<file path="config.mk">
export PLATFORM = sky130hd
export DESIGN_NAME = word_assembler_flat
export DESIGN_NICKNAME = d
export VERILOG_FILES = /design/src/rtl/word_assembler_if.sv /design/src/rtl/word_assembler.sv /design/src/flat_wrapper.sv
export SDC_FILE = /design/constraint.sdc
export NUM_CORES = 1
export LEC_CHECK = 0
export CORE_MARGIN = 10
export CORE_UTILIZATION = 58
export CTS_BUF_LIST = sky130_fd_sc_hd__clkbuf_4 sky130_fd_sc_hd__clkbuf_8
export CTS_CLUSTER_SIZE = 10
export DETAILED_ROUTE_END_ITERATION = 10
export PLACE_DENSITY = 0.94
export SETUP_SLACK_MARGIN = 0.15
export SLEW_MARGIN = 20
export SYNTH_ARGS = -nofsm -noshare
export SYNTH_HDL_FRONTEND = slang
export SYNTH_SLANG_ARGS = --single-unit
</file>
<file path="constraint.sdc">
create_clock -name clk_i -period 3.2 [get_ports clk_i]
set_input_delay 0.64 -clock clk_i [delete_from_list [all_inputs] [get_ports clk_i]]
set_output_delay 0.64 -clock clk_i [all_outputs]
set_load 0.01 [all_outputs]
</file>
<file path="src/rtl/word_assembler_if.sv">
// Byte-stream-in / word-out bundle for word_assembler.
// The assembler sits on the slave side; the producer/observer uses master.
interface word_assembler_if #(
    parameter int WIDTH = 32,
    parameter int BYTE  = 8
);
    logic             in_valid;
    logic [BYTE-1:0]  in_data;
    logic             in_ready;
    logic             clr;
    logic             ld;
    logic [WIDTH-1:0] out;
    logic             busy;

    modport master (
        output in_valid,
        output in_data,
        output clr,
        input  in_ready,
        input  ld,
        input  out,
        input  busy
    );

    modport slave (
        input  in_valid,
        input  in_data,
        input  clr,
        output in_ready,
        output ld,
        output out,
        output busy
    );
endinterface

</file>
<file path="src/rtl/word_assembler.sv">
// Packs WIDTH/BYTE little-endian beats into one word and pulses ld for a
// single cycle with the completed word on out; every output is registered.
module word_assembler #(
    parameter int WIDTH = 32,
    parameter int BYTE  = 8
) (
    input  logic            clk_i,
    input  logic            rst_ni,
    word_assembler_if.slave bus
);
    localparam int N  = WIDTH / BYTE;
    localparam int CW = $clog2(N);

    typedef enum logic [1:0] {
        S_INIT    = 2'd0,
        S_COLLECT = 2'd1,
        S_EMIT    = 2'd2
    } state_t;

    state_t           state_q, state_d;
    logic [CW-1:0]    count_q, count_d;
    logic [WIDTH-1:0] shadow_q, shadow_d;
    logic [WIDTH-1:0] out_q, out_d;
    logic             ld_q, ld_d;
    logic             in_ready_q, in_ready_d;
    logic             busy_q, busy_d;
    logic             accept_s;
    logic             last_s;
    logic [WIDTH-1:0] word_s;

    function automatic logic [WIDTH-1:0] insert_beat(
        input logic [WIDTH-1:0] word,
        input logic [CW-1:0]    idx,
        input logic [BYTE-1:0]  beat
    );
        logic [WIDTH-1:0] r;
        r = word;
        for (int k = 0; k < N; k++) begin
            if (idx == CW'(k)) begin
                r[k*BYTE +: BYTE] = beat;
            end else begin
                r[k*BYTE +: BYTE] = r[k*BYTE +: BYTE];
            end
        end
        return r;
    endfunction

    // in_ready_q is high only in COLLECT, so it doubles as the accept qualifier
    assign accept_s = bus.in_valid & in_ready_q;
    assign last_s   = (count_q == CW'(N - 1));
    assign word_s   = insert_beat(shadow_q, count_q, bus.in_data);

    // Next-state logic; clr beats a simultaneous accept and is ignored outside COLLECT
    always_comb begin
        state_d    = state_q;
        count_d    = count_q;
        shadow_d   = shadow_q;
        out_d      = out_q;
        ld_d       = 1'b0;
        in_ready_d = in_ready_q;
        case (state_q)
            S_INIT: begin
                state_d    = S_COLLECT;
                in_ready_d = 1'b1;
            end
            S_COLLECT: begin
                in_ready_d = 1'b1;
                if (bus.clr) begin
                    count_d  = '0;
                    shadow_d = '0;
                end else if (accept_s) begin
                    if (last_s) begin
                        count_d    = '0;
                        shadow_d   = '0;
                        out_d      = word_s;
                        state_d    = S_EMIT;
                        ld_d       = 1'b1;
                        in_ready_d = 1'b0;
                    end else begin
                        count_d  = count_q + CW'(1);
                        shadow_d = word_s;
                    end
                end else begin
                    count_d = count_q;
                end
            end
            S_EMIT: begin
                state_d    = S_COLLECT;
                in_ready_d = 1'b1;
            end
            default: begin
                state_d    = S_INIT;
                count_d    = '0;
                shadow_d   = '0;
                in_ready_d = 1'b0;
            end
        endcase
        busy_d = (count_d != '0) || (state_d == S_EMIT);
    end

    // State and output registers
    always_ff @(posedge clk_i or negedge rst_ni) begin
        if (!rst_ni) begin
            state_q    <= S_INIT;
            count_q    <= '0;
            shadow_q   <= '0;
            out_q      <= '0;
            ld_q       <= 1'b0;
            in_ready_q <= 1'b0;
            busy_q     <= 1'b0;
        end else begin
            state_q    <= state_d;
            count_q    <= count_d;
            shadow_q   <= shadow_d;
            out_q      <= out_d;
            ld_q       <= ld_d;
            in_ready_q <= in_ready_d;
            busy_q     <= busy_d;
        end
    end

    assign bus.in_ready = in_ready_q;
    assign bus.ld       = ld_q;
    assign bus.out      = out_q;
    assign bus.busy     = busy_q;
endmodule
</file>
<file path="src/flat_wrapper.sv">
// flat-port wrapper written by rule: the top's interface ports become plain ports
module word_assembler_flat 
#(
    parameter int WIDTH = 32,
    parameter int BYTE  = 8
)
  (clk_i, rst_ni, bus_in_valid, bus_in_data, bus_clr, bus_in_ready, bus_ld, bus_out, bus_busy);
  word_assembler_if #(.WIDTH(WIDTH), .BYTE(BYTE)) bus_i ();
  input  logic clk_i;
  input  logic rst_ni;
  input wire logic [$bits(bus_i.in_valid)-1:0] bus_in_valid;
  input wire logic [$bits(bus_i.in_data)-1:0] bus_in_data;
  input wire logic [$bits(bus_i.clr)-1:0] bus_clr;
  output wire logic [$bits(bus_i.in_ready)-1:0] bus_in_ready;
  output wire logic [$bits(bus_i.ld)-1:0] bus_ld;
  output wire logic [$bits(bus_i.out)-1:0] bus_out;
  output wire logic [$bits(bus_i.busy)-1:0] bus_busy;
  assign bus_i.in_valid = bus_in_valid;
  assign bus_i.in_data = bus_in_data;
  assign bus_i.clr = bus_clr;
  assign bus_in_ready = bus_i.in_ready;
  assign bus_ld = bus_i.ld;
  assign bus_out = bus_i.out;
  assign bus_busy = bus_i.busy;
  word_assembler #(.WIDTH(WIDTH), .BYTE(BYTE)) u_core (.clk_i(clk_i), .rst_ni(rst_ni), .bus(bus_i));
endmodule
</file>
==> parameters.txt, run 1 <==
Parameter                              Value

Status
  Result of the run ... finished clean

Power
  Worst IR Drop VDD ... 430 uV
  Internal power summed over all cells ... 1.70 mW
  Comb pwr share ... 24.1%
  Net Sw Frac ... 27.5%
  Static leakage ... 1.58 nW
  Power per Cell Area ... 675 nW/um^2
  Flop pwr share ... 42.8%
  Part of the power in the clock network ... 33.0%
  Switching power total ... 0.646 mW

Clock network
  Total CTS buffers ... 9
  Setup Fix Bufs, Post-CTS ... 0
  Clock-pin slew on the worst setup and hold paths ... 0.07 ns
  Hold_buf cts ... 0
  Max H-tree Level ... 3
  Clock sinks ... 63
  Clock latency on the worst-skew pair ... 0.35 ns
  Cell at the root of the clock tree ... clkbuf_8
  Number of resized instances in the post-cts repair step ... 0
  CTS tree ... built
  Buffer levels on the longest clock path ... 2

Logic synthesis
  Fraction of synthesized area in multiplexers ... 12.0%
  Number of storage elements in the synthesis netlist ... 63
  Predominant post-synthesis flop cell ... dfrtp_1
  Synthesized-area fraction occupied by adder cells ... 1.81%
  Total of warnings raised by yosys ... 0
  Synthesized-area fraction occupied by ao, oa, aoi and oai cells ... 21.0%
  Cell Area, Synth ... 2760 sq um
  Combinational family with the most area after synthesis ... compound AO/OA/AOI/OAI gates
  Sequential-to-total area share from yosys stat ... 57.2%
  Share of synthesized cell area in and, or, nand and nor gates ... 4.90%
  XOR/XNOR Fraction of Synth Area ... 0%
  Cell variety after synth ... 30
  Post-synthesis net count ... 232
  Per-instance average area after synthesis ... 12.8 sq um
  Post-synth EDFFs ... 0
  Async set-reset flop share out of synthesis ... 100%
  Cells after synthesis ... 216

Route
  WL final ... 6760 um
  Number of DRC markers after the initial detailed-route iteration ... 201
  Post-route DRC ... 0
  Length of the first detailed-routing pass in iterations ... 4
  Vias after detailed routing ... 1,994
  Average detailed-routed wire length per instance ... 21.0 um
  Number of routed nets with antenna violations ... 0
  Vias per inst ... 6.19

Critical path
  Maximum single-stage delay on the critical path ... 0.76 ns
  Category of the worst setup path capture point ... flop
  Critical path startpoint category ... input port
  Required time of the critical path ... 3.48 ns
  Slowest-stage cell, CP ... or4b_1
  Critical path, cell by cell ... clkdlybuf4s50_1 -> or4b_1 -> nor4b_4 -> a22o_2
  Destination of the worst register-to-register timing path ... u_core.shadow_q[8]$_DFFE_PN0P_
  Worst reg2reg path depth ... 4
  Category of cells accounting for the largest share of critical-path delay ... simple AND/OR/NAND/NOR gates
  Maximum fanout along the worst path ... 8
  Launch instance of the worst register-to-register path ... u_core.count_q[0]$_DFF_PN0_
  Type of the setup path with the least slack ... input port to flop
  CP bufs+invs ... 1
  Worst path arrival time ... 2.76 ns
  Setup slack, reg-to-reg ... 0.89 ns

STA
  Period utilisation layout ... 77.7%
  Max-slew violations ... 0
  Number of hold violations in the final report ... 0
  Final number of setup-violating endpoints ... 0
  Worst rel slew slack ... 28.7%
  Clock Skews ... 0.00996 ns
  Smallest setup slack after layout ... 0.712 ns
  RSZ-0062 raised after global routing ... false
  Final sum of negative setup slack ... 0 ns
  Post-route minimum period ... 2.49 ns
  Maximum clock frequency ... 0.402 GHz
  Slew at the pin with the worst max-slew slack ... 1.06 ns

Min path
  Hold WC Path Type ... input port to async pin

Global route
  Initial antenna violation count ... 0
  First-pass GRT wire length ... 10,800 um
  GR peak layer ... met2
  Grt met3 use ... 6.02%
  GRT Overall Usage ... 18.1%
  Final global-route overflow total ... 0
  Via count of the first global-routing pass ... 2,124
  Met1 routing resource usage after global routing ... 22.4%
  Met2 global-route usage ... 27.6%
  Largest net degree at the start of global routing ... 64

Placement
  Port Buffers ... 46
  HPWL Detailed ... 4240 um
  Number of placed instances with taps included ... 306
  Weighted congestion reported at the end of routability-driven placement ... 0.822
  Setup slack at placement ... 0.457 ns

Final layout
  Area growth syn-to-layout ... 26.1%
  Non-filler cells in the finished layout ... 322
  Fraction of final layout cells with drive strength greater than 1 ... 20.9%
  Most frequent cells in the layout ... 63 x dfrtp_1, 48 x a21oi_1, 45 x clkdlybuf4s50_1
  Antenna cells ... 0
  Fin nets ... 279
  Most common library cell in the layout ignoring fill and taps ... dfrtp_1

Floorplan
  Placeable Area ... 4660 sq um
  Floorplan die width ... 89.0 um
  Io pins ... 47
  Effective utilization at floorplan ... 59.2%
  Num rows ... 25
  Die Area ... 7910 sq um
  Chip Height ... 89.0 um

Run
  Max-capacitance violation count ... 0
==> synthesized netlist by cell type (2+ instances only) <==
| cell type | number | area (sq um) |
|---|---|---|
| a21oi_1 | 48 | 240 |
| a22o_1 | 8 | 70.1 |
| a22o_2 | 16 | 160 |
| and2_1 | 2 | 12.5 |
| buf_1 | 4 | 15.0 |
| buf_2 | 7 | 35.0 |
| clkbuf_1 | 3 | 11.3 |
| dfrtp_1 | 63 | 1580 |
| ha_1 | 4 | 50.1 |
| inv_1 | 4 | 15.0 |
| mux2_2 | 8 | 90.1 |
| mux2i_1 | 24 | 240 |
| nor4b_4 | 2 | 47.6 |
| o2111ai_1 | 2 | 17.5 |
| o211ai_2 | 3 | 37.5 |
| o21ai_0 | 4 | 20.0 |
==> routing by layer <==
layer	share of wire (%)	vias to the layer above
met1	43	1008
met5	0	-
met3	6.5	11
met2	49	77
li1	-	898
met4	1.9	0
==> registers in the layout (all words and copies together), names as in the netlist <==
name,count
u_core.bus.in_ready,1
u_core.bus.ld,1
u_core.count_q,2
u_core.bus.busy,1
u_core.bus.out,32
u_core.shadow_q,24
u_core.state_q,2
==> final cells by class <==
class | count | area [sq um]
Inverter | 4 | 15.0
Clock inverter | 5 | 81.3
Multi-Input combinational cell | 134 | 1100
Clock buffer | 11 | 145
Tap cell | 54 | 67.6
Sequential cell | 63 | 1580
Timing Repair Buffer | 51 | 493
Fill cell | 311 | 1180
==> metrics by stage <==
step	util [%]	total power, mW	cell area (sq um)	hold WS [ns]
after detailed placement	69.7	1.59	3250	0.483
after global routing	74.6	2.46	3480	0.488
after CTS	74.6	2.36	3480	0.474
after floorplan	-	1.26	2760	0.344
after global placement	69.7	1.56	3250	0.482
final	74.6	2.35	3480	0.452
==> power groups by stage <==
stage	combinational (mW)	clock, mW	sequential (mW)
global route	0.614	0.821	1.02
floorplan	0.205	0	1.06
CTS	0.576	0.782	1.01
global placement	0.550	0	1.01
finish	0.567	0.776	1.01
detailed placement	0.570	0	1.02
==> kinds of logic after synthesis <==
| group | count (synthesis) |
|---|---|
| AOI/OAI and AO/OA | 85 |
| DFF | 63 |
| muxes | 32 |
| buffers and inverters | 19 |
| and+or+nand+nor | 13 |
| adders and majority gates | 4 |
==> worst max path at each step <==
stage / startpoint / end / slack [ns] / depth (start not counted)
after detailed placement: bus_clr / u_core.shadow_q[8]$_DFFE_PN0P_ / 0.46 / 4
after CTS: bus_clr / u_core.shadow_q[11]$_DFFE_PN0P_ / 0.77 / 4
final: bus_clr / u_core.shadow_q[8]$_DFFE_PN0P_ / 0.71 / 4
after global placement: bus_clr / u_core.shadow_q[17]$_DFFE_PN0P_ / 0.55 / 4
after floorplan: bus_in_valid / u_core.shadow_q[10]$_DFFE_PN0P_ / 1.24 / 3
after global routing: bus_in_valid / u_core.shadow_q[8]$_DFFE_PN0P_ / 0.70 / 4
Note: power is estimated with default switching activity, not from simulation.
==> inputs of run 2 (changes only) <==
CORE_UTILIZATION = 49   (was 58)
PLACE_DENSITY = 0.86   (was 0.94)
clock period = 2.1 ns   (was 3.2 ns; I/O delays follow)
==> run 2 against run 1 <==
Against the previous run:
- clock power is 22% higher
- worst hold slack worse by 0.39 ns
- sequential share of layout area down 1.8 points
- core utilization fell by 8.4 points
- register-to-register slack got worse by 0.67 ns
- global-route usage is 3.3 points lower
- critical path type is now flop to flop
- critical endpoint is now u_core.shadow_q[12]$_DFFE_PN0P_
- largest cell class unchanged
==> parameters.txt, run 2 (synthesis results as in run 1) <==
Parameter                              Value

Global route
  Met2 global-route usage ... 24.3% (-3.3 points)
  Met1 routing resource usage after global routing ... 17.3% (-5.1 points)
  Final global-route overflow total ... 0 (unchanged)
  Largest net degree at the start of global routing ... 64 (unchanged)
  GRT Overall Usage ... 14.9% (-3.3 points)
  Initial antenna violation count ... 0 (unchanged)
  Via count of the first global-routing pass ... 2,159 (+1.6%)
  Grt met3 use ... 4.24% (-1.8 points)
  First-pass GRT wire length ... 10,500 um (-2.8%)
  GR peak layer ... met2

Final layout
  Non-filler cells in the finished layout ... 356 (+11%)
  Cell area after layout ... 3620 sq um (+4.1%)
  Most common library cell in the layout ignoring fill and taps ... dfrtp_1
  Most frequent cells in the layout ... 63 x dfrtp_1, 48 x a21oi_1, 45 x clkdlybuf4s50_1
  # fillers ... 418 (+34%)
  Area growth syn-to-layout ... 31.3%
  Fraction of final layout cells with drive strength greater than 1 ... 26.1% (+5.2 points)
  Antenna cells ... 0 (unchanged)
  Combined area of the multi-input logic cells ... 1110 sq um (+1.4%)
  Register area ... 1580 sq um (unchanged)
  Number of flip-flops in the largest register ... 32 (unchanged)
  Fin nets ... 295 (+5.7%)

Placement
  Weighted congestion reported at the end of routability-driven placement ... 0.815 (-0.95%)
  Instance area after placement ... 3400 sq um (+4.7%)
  HPWL Detailed ... 4390 um (+3.6%)
  Port Buffers ... 46 (unchanged)
  Number of placed instances with taps included ... 338 (+10%)

Critical path
  Launch instance of the worst register-to-register path ... u_core.count_q[0]$_DFF_PN0_
  Destination of the worst register-to-register timing path ... u_core.shadow_q[12]$_DFFE_PN0P_
  Worst path arrival time ... 2.16 ns (-0.60 ns)
  Maximum fanout along the worst path ... 8 (unchanged)
  Required time of the critical path ... 2.39 ns (-1.09 ns)
  Type of the setup path with the least slack ... flop to flop
  Critical path startpoint category ... flop
  Category of the worst setup path capture point ... flop
  Worst reg2reg path depth ... 6 (+2)
  Setup slack, reg-to-reg ... 0.22 ns (-0.67 ns)

Route
  Number of DRC markers after the initial detailed-route iteration ... 115 (-43%)
  Vias per inst ... 5.64 (-8.9%)
  Post-route DRC ... 0 (unchanged)
  WL final ... 6430 um (-4.9%)
  Length of the first detailed-routing pass in iterations ... 4 (unchanged)
  Vias after detailed routing ... 2,008 (+0.70%)
  Number of routed nets with antenna violations ... 0 (unchanged)
  Average detailed-routed wire length per instance ... 18.1 um (-14%)

STA
  Slew at the pin with the worst max-slew slack ... 0.328 ns (-0.736 ns)
  Worst rel slew slack ... 78.2% (+49 points)
  Maximum clock frequency ... 0.533 GHz
  Period utilisation layout ... 89.4%
  Final number of setup-violating endpoints ... 0 (unchanged)
  RSZ-0062 raised after global routing ... false
  Max-slew violations ... 0 (unchanged)
  Number of hold violations in the final report ... 0 (unchanged)
  Post-route minimum period ... 1.88 ns
  Clock Skews ... 0.00602 ns (-0.00394 ns)

Power
  Internal power summed over all cells ... 2.37 mW (+39%)
  Worst IR Drop VDD ... 734 uV (+71%)
  Net Sw Frac ... 29.4% (+1.9 points)
  Power per Cell Area ... 929 nW/um^2 (+38%)
  Part of the power in the clock network ... 28.1% (-4.9 points)
  Flop pwr share ... 45.3% (+2.5 points)
  Switching power total ... 0.989 mW (+53%)
  Static leakage ... 1.64 nW (+3.9%)
  Comb pwr share ... 26.5% (+2.4 points)

Clock network
  Buffer levels on the longest clock path ... 2 (unchanged)
  Total CTS buffers ... 9 (unchanged)
  Clock sinks ... 63 (unchanged)
  Max H-tree Level ... 3 (unchanged)
  Hold_buf cts ... 0 (unchanged)
  Clock latency on the worst-skew pair ... 0.35 ns (about the same)
  CTS tree ... built
  Cell at the root of the clock tree ... clkbuf_8
  Clock-pin slew on the worst setup and hold paths ... 0.07 ns (about the same)

Floorplan
  Chip Height ... 95.0 um (+6.8%)
  Placeable Area ... 5470 sq um (+17%)
  Effective utilization at floorplan ... 50.4% (-8.8 points)
  Die Area ... 9030 sq um (+14%)
  Floorplan die width ... 95.0 um (+6.8%)
  Io pins ... 47 (unchanged)
  Num rows ... 27 (+8.0%)

Min path
  Hold WC Path Type ... input port to async pin

Status
  Result of the run ... finished clean

Run
  Max-capacitance violation count ... 0 (unchanged)
-- run 2: power groups by stage --
stage                     combinational (mW)  clock, mW  sequential (mW)
after global routing                   0.974       1.02             1.55
after CTS                              0.899      0.964             1.53
after detailed placement               0.891          0             1.55
after global placement                 0.868          0             1.54
after floorplan                        0.313          0             1.61
final                                  0.892      0.946             1.52
-- run 2: cell type report --
cell class / count / share of cell area, %
Clock buffer: 10 / 3.80
Multi-Input combinational cell: 134 / 30.8
Clock inverter: 6 / 1.28
Timing Repair Buffer: 67 / 17.7
Sequential cell: 63 / 43.5
Inverter: 4 / 0.415
Tap cell: 72 / 2.49
-- run 2: per-layer routing --
| metal | wire length [um] | part of all wire (%) |
|---|---|---|
| met5 | 0 | 0 |
| met3 | 425 | 6.6 |
| met2 | 3130 | 49 |
| met4 | 85 | 1.3 |
| met1 | 2780 | 43 |
-- run 2: worst max-delay path, stage by stage, from the launching register on --
cell and delay, ns:
dfrtp_1 0.40, ha_2 0.20, or4b_4 0.48, buf_6 0.16, nor4b_4 0.22, buf_4 0.19
a22o_2 0.15
-- run 2: worst max path at each step --
stage / start / endpoint / slack (ns) / depth (start not counted)
after floorplan: u_core.count_q[0]$_DFF_PN0_ / u_core.shadow_q[0]$_DFFE_PN0P_ / 0.21 / 6
after global placement: bus_clr / u_core.shadow_q[13]$_DFFE_PN0P_ / -0.04 / 6
after detailed placement: bus_clr / u_core.shadow_q[12]$_DFFE_PN0P_ / -0.07 / 6
after CTS: u_core.count_q[1]$_DFF_PN0_ / u_core.shadow_q[12]$_DFFE_PN0P_ / 0.18 / 6
after global routing: u_core.count_q[0]$_DFF_PN0_ / u_core.shadow_q[11]$_DFFE_PN0P_ / 0.17 / 6
final: u_core.count_q[0]$_DFF_PN0_ / u_core.shadow_q[12]$_DFFE_PN0P_ / 0.22 / 6
-- run 2: what timing repair did --
item | 4_1_cts | 5_1_grt
gates resized for setup | 0 | 4
buffers inserted | 1 | 1
gates cloned | 0 | 0
endpoints found under the setup margin | 8 | 20
-- run 2: stage by stage --
step           setup TNS [ns]  utilization [%]  total power [mW]  setup WS [ns]  hold WS [ns]
6_report                    0             66.2              3.36          0.223        0.0625
5_1_grt                     0             66.2              3.54          0.170        0.0959
3_3_place_gp           -0.497             62.2              2.41        -0.0380         0.448
3_5_place_dp           -0.906             62.2              2.44        -0.0731         0.461
4_1_cts                     0             65.7              3.39          0.182        0.0847
2_1_floorplan               0                -              1.93          0.208         0.124
